--- src/rtl/booth2_mul_if.sv ---
// Operand/product bundle for the radix-4 Booth multiplier.
// master drives operands and observes the registered product; slave is the multiplier.
interface booth2_mul_if #(
   parameter int WIDTH = 4
);
   logic                 in_valid;
   logic [WIDTH-1:0]     m;
   logic [WIDTH-1:0]     q;
   logic [2*WIDTH-1:0]   p;
   logic                 out_valid;

   modport master (output in_valid, m, q, input p, out_valid);
   modport slave  (input in_valid, m, q, output p, out_valid);
endinterface

--- src/rtl/booth2_mul.sv ---
// Signed WIDTH x WIDTH radix-4 Booth multiplier, full 2*WIDTH product.
// Latency 1 cycle, one operation per cycle, no backpressure; p holds when in_valid=0.
module booth2_mul #(
   parameter int WIDTH = 4
) (
   input logic         clk,
   input logic         rst,
   booth2_mul_if.slave bus
);
   localparam int QE = WIDTH + (WIDTH % 2);
   localparam int N  = QE / 2;
   localparam int PW = 2 * WIDTH;

   logic [PW-1:0] mext;
   logic [QE:0]   qe;
   logic [2:0]    trip;
   logic [PW-1:0] mag;
   logic          neg;
   logic [PW-1:0] acc;
   logic [PW-1:0] prod;

   always_comb begin
      mext = PW'(signed'(bus.m));
      // Sign-extended multiplier with the implicit q[-1]=0 appended at bit 0.
      qe   = {QE'(signed'(bus.q)), 1'b0};
      acc  = '0;
      trip = '0;
      mag  = '0;
      neg  = 1'b0;
      for (int i = 0; i < N; i++) begin
         trip = qe[2*i +: 3];
         case (trip)
            3'b001, 3'b010: begin mag = mext;      neg = 1'b0; end
            3'b011:         begin mag = mext << 1; neg = 1'b0; end
            3'b100:         begin mag = mext << 1; neg = 1'b1; end
            3'b101, 3'b110: begin mag = mext;      neg = 1'b1; end
            default:        begin mag = '0;        neg = 1'b0; end
         endcase
         // Negative digits contribute ~mag plus a +1 injected at the digit's weight.
         acc = acc + ((neg ? ~mag : mag) << (2*i)) + (PW'(neg) << (2*i));
      end
      prod = acc;
   end

   always_ff @(posedge clk) begin
      if (rst) begin
         bus.p         <= '0;
         bus.out_valid <= 1'b0;
      end else begin
         bus.out_valid <= bus.in_valid;
         if (bus.in_valid)
            bus.p <= prod;
      end
   end
endmodule

--- src/flat_wrapper.sv ---
// flat-port wrapper written by rule: the top's interface ports become plain ports
module booth2_mul_flat 
#(
   parameter int WIDTH = 4
)
  (clk, rst, bus_in_valid, bus_m, bus_q, bus_p, bus_out_valid);
  booth2_mul_if #(.WIDTH(WIDTH)) bus_i ();
  input logic clk;
  input logic rst;
  input wire logic [$bits(bus_i.in_valid)-1:0] bus_in_valid;
  input wire logic [$bits(bus_i.m)-1:0] bus_m;
  input wire logic [$bits(bus_i.q)-1:0] bus_q;
  output wire logic [$bits(bus_i.p)-1:0] bus_p;
  output wire logic [$bits(bus_i.out_valid)-1:0] bus_out_valid;
  assign bus_i.in_valid = bus_in_valid;
  assign bus_i.m = bus_m;
  assign bus_i.q = bus_q;
  assign bus_p = bus_i.p;
  assign bus_out_valid = bus_i.out_valid;
  booth2_mul #(.WIDTH(WIDTH)) u_core (.clk(clk), .rst(rst), .bus(bus_i));
endmodule
--- config.mk ---
export PLATFORM = sky130hd
export DESIGN_NAME = booth2_mul_flat
export DESIGN_NICKNAME = d
export VERILOG_FILES = /design/src/rtl/booth2_mul_if.sv /design/src/rtl/booth2_mul.sv /design/src/flat_wrapper.sv
export SDC_FILE = /design/constraint.sdc
export NUM_CORES = 1
export LEC_CHECK = 0
export ABC_AREA = 0
export CORE_AREA = 2 2 47 49
export DETAILED_ROUTE_END_ITERATION = 16
export DIE_AREA = 0 0 49 51
export GPL_TIMING_DRIVEN = 0
export PLACE_DENSITY = 0.78
export SKIP_LAST_GASP = 1
export SLEW_MARGIN = 0
export SYNTH_ARGS = -nofsm -noshare
export SYNTH_HDL_FRONTEND = slang
export SYNTH_SLANG_ARGS = --single-unit
--- constraint.sdc ---
create_clock -name clk -period 3.3 [get_ports clk]
set_input_delay 0.66 -clock clk [delete_from_list [all_inputs] [get_ports clk]]
set_output_delay 0.66 -clock clk [all_outputs]
set_load 0.02 [all_outputs]
==> impl_metrics.toml <==
[critical_path]
critPathMaxFanout = 4
rr_endpoint = "u_core.bus.p[4]"
crit_slowest_cell = "clkdlybuf4s50_1"
crit_path_cell_trace = "clkdlybuf4s50_1 -> mux2_4 -> a22oi_2 -> xor2_1 -> ha_1 -> ha_4 -> a21o_1 -> a21oi_2 -> o21bai_1 -> a21oi_1 -> xor2_1 -> a22o_1"
arrival_ns = 3.30
slowest_delay_ns = 0.55
reg2reg_from = "u_core.bus.p[4]"
reg2reg_depth = 3
crit_required_ns = 3.45
path_class = "in -> reg"
startpoint_type = "primary input"
worst-r2r-setup-slack_ns = 2.43
crit_path_end_kind = "flop"
crit_path_frequent_cell = "xor2_1"

[grt]
track_usage_pct = 14.19
grt_antenna_before_repair = 0
grt_pass1_wl_um = 2760
grt_pass1_vias = 691
gr-total-overflow = 0
grt_start_max_net_pins = 11

[drt]
drt_wl_total_um = 1715
ant_nets = 0
drt_iter0_drc = 14
drt-vias-per-instance = 5.149
drc = 0
routedWlPerCell_um = 11.59
vias = 762
drt-pass1-iter-count = 6

[clock_network]
cts_buffers = 3
clock_tree.root_cell = "clkbuf_4"
cts_max_level = 1
cts_buffer_depth = 2
cts_tree = "done"
clock_latency_ns = 0.26
clk_pin_slew_worst_paths_ns = 0.06
cts.sinks = 9

[power_and_ir_drop]
netSwitchingFraction_pct = 35.89
p_leak_nw = 0.5093
total_power_uw = 461.2
pwr-share-comb_pct = 53.4
ir_drop_uv = 306.8
seqPwrFrac_pct = 28.6
power.switching_uw = 165.5
power.density_mw_per_mm2 = 398.5
p_int_uw = 295.7
clockPowerShare_pct = 18.0

[floorplanning]
start_util_pct = 41.12
dieArea_mm2 = 0.002499
rows = 17
core_mm2 = 0.002063
fp.dieW_um = 49
design.portCount = 20
die_h_um = 51

[yosys]
synth_top_area_share_pct = 22.12
synth_top_flop_cell = "dfxtp_1"
postSynthCellCount = 94
synth_edf_count = 0
yosys_warnings = 0
ys_types = 32
ys_seq_elements = 9
synthesis.nets = 120
synthTopCellsByCount = "15 x ha_1, 9 x dfxtp_1, 8 x nor2_1"
yosysSeqAreaShare_pct = 21.24
synth.avg_cell_area_um2 = 9.025
yosys.area.top_type = "ha_1"
yosysMostFrequentCell = "ha_1"
synthTopCellsByArea = "ha_1 22%, dfxtp_1 21%, xor2_1 6.2%"
netlist_area_um2 = 848.3
synth-async-reset-ratio_pct = 0

[sta]
min_period_ns = 3.155
finalSetupViolations = 0
fin_ws_ns = 0.1453
hold_viol = 0
holdWs_ns = 0.4735
slew_viol_final = 0
skew_ns = 0
max_slew.worst_pin.slew_ns = 0.5129
relSlewSlack_pct = 65.81
finalCritPeriodShare_pct = 95.60
fmaxAchievable_mhz = 317.0
rsz0062_at_grt = "false"

[cells_and_area]
syn_to_final_growth_pct = 36.43
drive_above_1_share_pct = 15.83
n_antenna_cell = 0
final_cell_area_mm2 = 0.001157
layout.cells.non_filler = 148
nNetsFinal = 147

[placed_design]
dpl.cell_count = 140
place.gp.congestion = 0.8277
post-place-ws_ns = -0.7285
dpl.hpwl_um = 1338
dpl-instance-area_mm2 = 0.001064
port_buffers = 18

[min_path]
hold_class = "reg -> reg"
min_path_cells = 1
min_from = "u_core.bus.p[7]"
min_to = "u_core.bus.p[7]"

[job]
cap_violations = 0

[outcome]
status = "complete, no violations"
cells by family (layout without fill, tap and decap cells):
group / after synthesis / count (layout) / synth area share (%)
AOI/OAI and AO/OA: 23 / 23 / 20.06
xor gates and xnor gates: 12 / 12 / 13.27
adders and majority gates: 15 / 15 / 22.12
buffers and inverters: 10 / 36 / 5.457
DFF: 9 / 9 / 21.24
muxes: 5 / 5 / 6.047
and+or+nand+nor: 20 / 20 / 11.80
what timing repair did:
action | in CTS | in global routing
hold buffers | 0 | 0
endpoints found under the setup margin | 3 | 2
pin swaps | 2 | 4
resized for setup | 6 | 5
buffers inserted | 0 | 4
worst max-delay path, delay by kind of cell:
| kind | cells | cell delay (ns) |
|---|---|---|
| xor+xnor | 2 | 0.24 |
| compound gates | 6 | 0.96 |
| mux | 1 | 0.34 |
| fa+ha+maj | 2 | 0.55 |
| buf+inv | 1 | 0.55 |
worst max-delay path by stage:
stage | from | end | slack, ns
floorplan | bus_q[1] | u_core.bus.p[7] | 0.08
global placement | bus_q[1] | u_core.bus.p[7] | -0.69
detailed placement | bus_q[1] | u_core.bus.p[7] | -0.73
CTS | bus_q[2] | u_core.bus.p[7] | 0.004
global route | bus_q[1] | u_core.bus.p[7] | 0.02
finish | bus_q[3] | u_core.bus.p[7] | 0.15
area by class of cell:
| cell class | instances | area [um^2] |
|---|---|---|
| fillers | 205 | 905.9 |
| multi-input cells | 75 | 658.1 |
| repair buffers | 22 | 207.7 |
| flip-flops and latches | 9 | 180.2 |
| well taps | 28 | 35.03 |
| plain buffers | 5 | 27.53 |
| clock buffers | 4 | 26.28 |
| inverters | 5 | 22.52 |
power by group through the flow:
stage / combinational (mW) / clock [mW] / sequential [mW]
final: 0.246 / 0.0830 / 0.132
after global routing: 0.268 / 0.0938 / 0.134
after CTS: 0.238 / 0.0855 / 0.132
after detailed placement: 0.223 / 0 / 0.135
after global placement: 0.215 / 0 / 0.134
after floorplan: 0.133 / 0 / 0.154
layout by cell type (no fill, tap or decap), types with 3 or more instances in the layout:
cell / instances
mux2i_1: 4
nor2_1: 8
ha_1: 13
a21o_1: 3
buf_4: 4
dfxtp_1: 9
clkbuf_1: 4
inv_1: 4
clkbuf_4: 3
o21ai_0: 3
clkdlybuf4s50_1: 16
xnor2_1: 5
xor2_1: 6
nand2_1: 3
layer usage:
layer	GRT usage (%)	up-vias	share of wire, %
li1	-	386	-
met1	14.08	356	40
met2	28.77	20	56
met3	4.386	0	4.5
met4	2.857	0	0
met5	0	-	0
state kept, by name (all words and copies together), names as in the netlist:
name and flops:
u_core.bus.p 8, u_core.bus.out_valid 1
per-stage QoR:
step / utilization [%] / TNS (ns)
floorplan: - / 0
global placement: 51.55 / -1.672
detailed placement: 51.55 / -1.926
CTS: 54.34 / 0
global route: 56.09 / 0
finish: 56.09 / 0
Note: power is estimated with default switching activity, not from simulation.
